`src/rtl/iter_counter_pkg.sv`:
```
// iter_counter_pkg: shared FSM state type and direction/mode encodings for iter_counter
package iter_counter_pkg;
    typedef enum logic [1:0] {IDLE, RUN, DONE} state_t;
    localparam logic DIR_DOWN     = 1'b0;
    localparam logic DIR_UP       = 1'b1;
    localparam logic MODE_ONESHOT = 1'b0;
    localparam logic MODE_RELOAD  = 1'b1;
endpackage

```
`src/rtl/iter_counter_step.sv`:
```
// iter_counter_step: combinational +/-1 step (modulo 2^DW) and terminal-value compare
module iter_counter_step
    import iter_counter_pkg::*;
#(
    parameter int DW = 8
) (
    input  logic [DW-1:0] cur,
    input  logic [DW-1:0] limit,
    input  logic          dir,
    output logic [DW-1:0] nxt,
    output logic          at_limit
);
    assign nxt      = (dir == DIR_UP) ? cur + DW'(1) : cur - DW'(1);
    assign at_limit = (cur == limit);
endmodule

```
`src/rtl/iter_counter.sv`:
```
// iter_counter: loadable up/down iteration counter with start/busy/done handshake and one-shot/auto-reload.
// Optional ITER_COUNTER_ABORT_EN adds an abort input that drops a running pass back to IDLE.
module iter_counter
    import iter_counter_pkg::*;
#(
    parameter int          DW   = 8,
    parameter logic [DW-1:0] INIT = DW'(7)
) (
    input  logic          clk,
    input  logic          reset,
    input  logic          start,
    input  logic [DW-1:0] load_val,
    input  logic [DW-1:0] limit,
    input  logic          dir,
    input  logic          mode,
    input  logic          ena,
`ifdef ITER_COUNTER_ABORT_EN
    input  logic          abort,
`endif
    output logic [DW-1:0] result,
    output logic          busy,
    output logic          done,
    output logic          tc
);
    state_t        state, state_d;
    logic [DW-1:0] result_d, load_q, load_d, limit_q, limit_d, nxt;
    logic          dir_q, dir_d, mode_q, mode_d, tc_d, at_limit, abort_hit;

    iter_counter_step #(.DW(DW)) u_step (
        .cur     (result),
        .limit   (limit_q),
        .dir     (dir_q),
        .nxt     (nxt),
        .at_limit(at_limit)
    );

`ifdef ITER_COUNTER_ABORT_EN
    assign abort_hit = abort && (state == RUN);
`else
    assign abort_hit = 1'b0;
`endif

    always_comb begin
        state_d  = state;
        result_d = result;
        load_d   = load_q;
        limit_d  = limit_q;
        dir_d    = dir_q;
        mode_d   = mode_q;
        tc_d     = 1'b0;
        if (abort_hit) begin
            state_d = IDLE;
        end else if (start) begin
            state_d  = RUN;
            result_d = load_val;
            load_d   = load_val;
            limit_d  = limit;
            dir_d    = dir;
            mode_d   = mode;
        end else if (state == RUN && ena) begin
            tc_d     = at_limit;
            // terminal: one-shot parks on limit, reload restarts from the latched load
            result_d = !at_limit ? nxt : (mode_q == MODE_RELOAD) ? load_q : result;
            state_d  = (at_limit && mode_q == MODE_ONESHOT) ? DONE : RUN;
        end
    end

    always_ff @(posedge clk or negedge reset) begin
        if (!reset) begin
            state   <= IDLE;
            result  <= INIT;
            load_q  <= INIT;
            limit_q <= '0;
            dir_q   <= DIR_DOWN;
            mode_q  <= MODE_ONESHOT;
            tc      <= 1'b0;
        end else begin
            state   <= state_d;
            result  <= result_d;
            load_q  <= load_d;
            limit_q <= limit_d;
            dir_q   <= dir_d;
            mode_q  <= mode_d;
            tc      <= tc_d;
        end
    end

    assign busy = (state == RUN);
    assign done = (state == DONE);
endmodule

```
`config.mk`:
```
export PLATFORM = sky130hd
export DESIGN_NAME = iter_counter
export DESIGN_NICKNAME = d
export VERILOG_FILES = /design/src/rtl/iter_counter_pkg.sv /design/src/rtl/iter_counter_step.sv /design/src/rtl/iter_counter.sv
export SDC_FILE = /design/constraint.sdc
export NUM_CORES = 1
export LEC_CHECK = 0
export ABC_AREA = 1
export ABC_CLOCK_PERIOD_IN_PS = 1800
export BUFFER_PORTS_ARGS = -buffer_cell sky130_fd_sc_hd__buf_2
export CORE_MARGIN = 8
export CORE_UTILIZATION = 50
export DETAILED_ROUTE_END_ITERATION = 16
export PLACE_DENSITY_LB_ADDON = 0.08
export SLEW_MARGIN = 20
export SYNTH_ARGS = -nofsm -noshare
export SYNTH_HDL_FRONTEND = slang
export SYNTH_SLANG_ARGS = --single-unit
```
`constraint.sdc`:
```
create_clock -name clk -period 1.8 [get_ports clk]
set_input_delay 0.18 -clock clk [delete_from_list [all_inputs] [get_ports clk]]
set_output_delay 0.18 -clock clk [all_outputs]
set_load 0.1 [all_outputs]
```
# Yosys cells after proc, flatten, opt, wreduce, memory -nomap -nowiden
# Index checks and enable logic that the tools add are counted.
[totals]
register_bits = 29
latchBits = 0
mem_bits_rw = 0
rom_bits = 0
out_inout_bits = 11
wordCells = 28
n_memories = 0
[op_classes]
addsub = 2
mul = 0
div_mod_pow = 0
magnitude_cmp = 0
eq_ne = 4
n_shift = 0
mux = 10
bitwise = 1
n_reduce_logical = 4
[ops]
columns = ["op", "count"]
rows = [
  ["$mux 8", 5],
  ["$add 8x1->8 const B", 1],
  ["$eq 8x8->1", 1],
  ["$sub 8x1->8 const B", 1],
  ["$mux 2", 3],
  ["$ne 3x3->1 const B", 1],
  ["$eq 2x1->1 const B", 1],
  ["$eq 2x2->1 const B", 1],
  ["$logic_and 1x1->1", 2],
  ["$mux 1", 2],
  ["$reduce_and 2->1", 1],
  ["$reduce_bool 2->1", 1],
  ["$not 1->1", 1],
]

# Depth between registers and ports, before layout
[depth]
ltp_word = 5
depth_mapped = 12

# Hierarchy
# Synthesis repeated with hierarchy kept, for this count alone.
[unflattened]
hier_cells = 238
area_unflattened_um2 = 1769.2
[modules_own_cells]
columns = ["module", "instances", "cells_each", "area_each_um2", "seq_area_each_um2"]
rows = [
  ["iter_counter", 1, 168, 1340.0, 733.2],
  ["iter_counter_step", 1, 70, 429.2, 0.0],
]

# Worst setup path before layout
# OpenSTA, ideal clock, no wires.
[synth_path]
path_type = "reg-to-reg"
start = "register state[0]"
end = "register result[4]"
setup_ns = 0.113
t_arrival_ns = 2.435
required_time_ns = 1.687
slack_ns = -0.748
path_stages_with_launch = 10
path_buffers = 0
synth_period_minus_slack_ns = 2.548
cell_sequence = "dfrtp_1 > inv_1 > nor2_1 > nand2_1 > nand2_1 > nand2_4 > inv_2 > nand3_1 > nand2_1 > inv_1"
[synth_between]
elab_chain_len = 4
[synth_rtl]
columns = ["element", "line_no", "rtl"]
rows = [
  ["start, declared", "iter_counter.sv:25", "state_t state, state_d;"],
  ["start signal, assigned", "iter_counter.sv:78", "state <= state_d;"],
  ["$eq 2x1->1", "--", ""],
  ["net busy", "iter_counter.sv:21", "output logic busy,"],
  ["$logic_and 1x1->1", "iter_counter.sv:60", "end else if (state == RUN && ena) begin"],
  ["$reduce_bool 2->1 (no source line)", "--", ""],
  ["$reduce_and 2->1 (no source line)", "--", ""],
  ["end signal, assigned", "iter_counter.sv:79", "result <= result_d;"],
  ["end, declared", "iter_counter.sv:20", "output logic [DW-1:0] result,"],
]
# The timed path passes the listed nets, and every way through them passes these cells.
# A chain may end at the register's enable or synchronous reset.

# Worst setup path in the final report
[layout_path]
start = "register dir_q"
end = "register result[4]"
[layout_between]
elab_chain_len = 4
[layout_rtl]
columns = ["element", "line_no", "rtl"]
rows = [
  ["start, declared", "iter_counter.sv:27", "logic dir_q, dir_d, mode_q, mode_d, tc_d, at_limit, abort_hit;"],
  ["start signal, assigned", "iter_counter.sv:82", "dir_q <= dir_d;"],
  ["$mux 8", "iter_counter_step.sv:13", "assign nxt = (dir == DIR_UP) ? cur + DW'(1) : cur - DW'(1);"],
  ["$mux 8", "iter_counter.sv:63", "result_d = !at_limit ? nxt : (mode_q == MODE_RELOAD) ? load_q : result;"],
  ["$mux 8", "iter_counter.sv:60", ""],
  ["$mux 8", "iter_counter.sv:53", "end else if (start) begin"],
]
# No other way between the ends. The select of a mux whose other input is x is not followed.

==> summary.md <==
| Metric | Value |
|---|---|
| 1st-iter DRT viols | `90` |
| TNS Setup | `-0.0754 ns` |
| Fin. Hold Viols | `0` |
| Cell depth of the worst hold path | `3` |
| Dpl cells | `315` |
| Crit-path slowest cell | `fa_1` |
| Syn nets | `267` |
| Vias per std cell | `4.85` |
| Max clock buf depth | `2` |
| Drt wl/cell | `12.4 um` |
| CP most frequent cell | `nand3_1` |
| Pin count of the biggest net entering global routing | `30` |
| Syn avg cell area | `7.33 um^2` |
| Status | `finished, violations left` |
| First-pass GRT wire length | `6660 um` |
| Final Max Tran Viols | `0` |
| Synthesized cell area | `1750 um^2` |
| # clock sinks | `29` |
| Min-Delay Endpoint | `limit_q[3]` |
| Endpoint of the lowest-slack register-to-register path | `result[4]` |
| Flops & latches, synth | `29` |
| GP Congestion | `0.840` |
| Final setup violation count | `4` |
| RSZ-0062 raised after global routing | `true` |
| Distinct cells, synth | `26` |
| Req. time, crit path | `2.07 ns` |
| Detail Route Antenna Nets | `0` |
| Worst EP arrival | `2.10 ns` |
| Async SR Flop Fraction | `100%` |
| DRC errors left | `0` |
| Power Density | `1350 nW/um^2` |
| Number of CTS-inserted buffers | `5` |
| # H-tree levels | `2` |
| Critical path cell sequence | `clkinvlp_4 > fa_1 > a21oi_2 > xnor2_1 > nand3_1 > nand3_1 > nand2_1 > inv_1` |
| Worst slew pin tran | `0.641 ns` |
| Crit-path max FO | `7` |
| Clock root buffer | `clkbuf_4` |
| Kind of critical path | `reg -> reg` |
| Num ports | `33` |
| FF-to-FF Start | `dir_q` |
| Startpoint types | `register` |
| Cells after Synth | `238` |
| PortBufs | `32` |
| Max_cap viols | `0` |
| Hold slack final | `0.0331 ns` |
| Worst setup EP type | `register` |
| Worst Clk Skew | `0.00900 ns` |
| Number of synthesized flops with an enable pin | `0` |
| Clock Latency Late Sink | `0.33 ns` |
| Initial antenna violation count | `0` |
| Fillcell total | `325` |
| Vias in the first global route | `1521` |
| Initial Utilization | `52.3%` |
| DRT Pass-1 Iters | `4` |
| Die X | `75.1 um` |
| Slowest stage delay, CP | `0.50 ns` |
| Core area | `3340 um^2` |
| Congestion Overflow GR | `0` |
| Diode count | `0` |
| Layout cells sized above 1 | `31.3%` |
| Fin worst setup slack | `-0.0293 ns` |
| Tcrit/Tclk final | `102%` |
| Max IR drop VDD | `0.000726 V` |
| Clock slew at reported path FFs | `0.09 ns` |
| Die Y | `75.1 um` |
| Die area | `5640 um^2` |
| Seq/Total Area, Yosys | `42.0%` |
| Highest Clock Rate | `0.547 GHz` |
| Failing checks | `setup timing` |
| Hold_sp | `limit[3]` |
| GRT Resource Usage Total | `15.5%` |
| Final nets | `309` |
| Worst r2r path cells | `8` |
| Leakage power | `1.18 nW` |
| Crit path time final | `1.83 ns` |
| Final non-filler cell total | `327` |
| Register area | `751 um^2` |
| Post-DP HPWL | `2950 um` |
| Synth-to-Final Area Change | `25.0%` |
| Hold WC Path Type | `in -> reg` |
| CTS tree | `done` |
| Slew Limit Headroom | `57.3%` |
| # rows | `21` |
| Via count | `1585` |
| Area of the multi-input gates | `968 um^2` |
| Synth warn | `0` |
| Routed WL | `4060 um` |
| R2r setup slk | `-0.03 ns` |
| Top FF cell, synth | `dfrtp_1` |
| Most frequent cells in the layout | `94 x nand2_1, 32 x buf_2, 26 x inv_1, 18 x dfrtp_1, 13 x nor2_1` |
| Commonest non-fill, non-tap cell in the layout | `nand2_1` |
metrics by stage:
step                      instance area, um^2  power (W)  util (%)  setup WS [ns]
after floorplan                          1790    0.00214         -         0.0222
after global placement                   2010    0.00241      60.4         0.0119
after detailed placement                 2010    0.00242      60.4         0.0271
after CTS                                2080    0.00280      62.2        0.00401
after global routing                     2180    0.00317      65.4         -0.187
final                                    2180    0.00294      65.4        -0.0293
metal layers:
layer | share of wire [%] | global-route usage (%)
met2 | 46 | 22.7
met5 | 0 | 0
met4 | 2.3 | 6.52
met3 | 6.4 | 5.06
met1 | 46 | 20.3
kinds of logic after synthesis:
group	Yosys count	synth area share, %
compound gates	16	4.66
buf+inv	36	8.39
flops	29	42.0
simple gates	142	35.5
xor+xnor	8	4.01
fa+ha+maj	7	5.45
report_power, final:
part / switching (W) / internal (W) / leakage (nW)
Sequential: 0.000137 / 0.000791 / 0.337
Combinational: 0.00111 / 0.000522 / 0.808
Clock: 0.000230 / 0.000148 / 0.0320
worst max-delay path by stage:
stage | to | cells after the start | slack, ns | startpoint
floorplan | result[5] | 8 | 0.02 | result[2]
global placement | result[4] | 10 | 0.01 | dir_q
detailed placement | result[7] | 10 | 0.03 | dir_q
CTS | result[4] | 10 | 0.004 | dir_q
global route | result[4] | 11 | -0.19 | dir_q
finish | result[4] | 8 | -0.03 | dir_q
area by class of cell:
| class | instances | area share, % |
|---|---|---|
| clock buffers | 6 | 1.89 |
| clock inverters | 2 | 0.459 |
| inverters | 30 | 5.33 |
| multi-input cells | 173 | 44.4 |
| flip-flops and latches | 29 | 34.4 |
| well taps | 46 | 2.64 |
| repair buffers | 41 | 10.9 |
cell usage after synthesis (2+ instances only):
cell type	instances	share of area [%]
nand2_1	97	21
inv_1	29	6.2
dfrtp_1	23	33
nor2_1	16	3.4
nand3_1	14	4.0
o21ai_0	8	2.3
a21oi_1	7	2.0
dfstp_2	6	9.0
ha_1	6	4.3
xnor2_1	6	3.0
nand3_2	4	2.3
buf_2	3	0.86
nand4_1	3	1.1
nand3b_1	2	0.86
nor2_4	2	1.3
xor2_1	2	1.0
registers in the layout (all words and copies together) (netlist names):
register  flops
dir_q         1
limit_q       8
load_q        8
mode_q        1
result        8
state         2
tc            1
timing repair:
| action | CTS | global route |
|---|---|---|
| setup buffers | 0 | 3 |
| resized for setup | 0 | 18 |
| hold endpoints to repair | 23 | 0 |
| hold buffers | 1 | 0 |
| endpoints found under the setup margin | 0 | 5 |
worst max-delay path, delay by kind of cell (launching register included):
kind                       cells  cell delay, ns
and+or+nand+nor                3            0.24
DFF                            1            0.42
xor gates and xnor gates       1            0.17
adders and majority gates      1            0.50
AOI/OAI and AO/OA              1            0.19
buffers and inverters          2            0.25
Note: power is estimated with default switching activity, not from simulation.
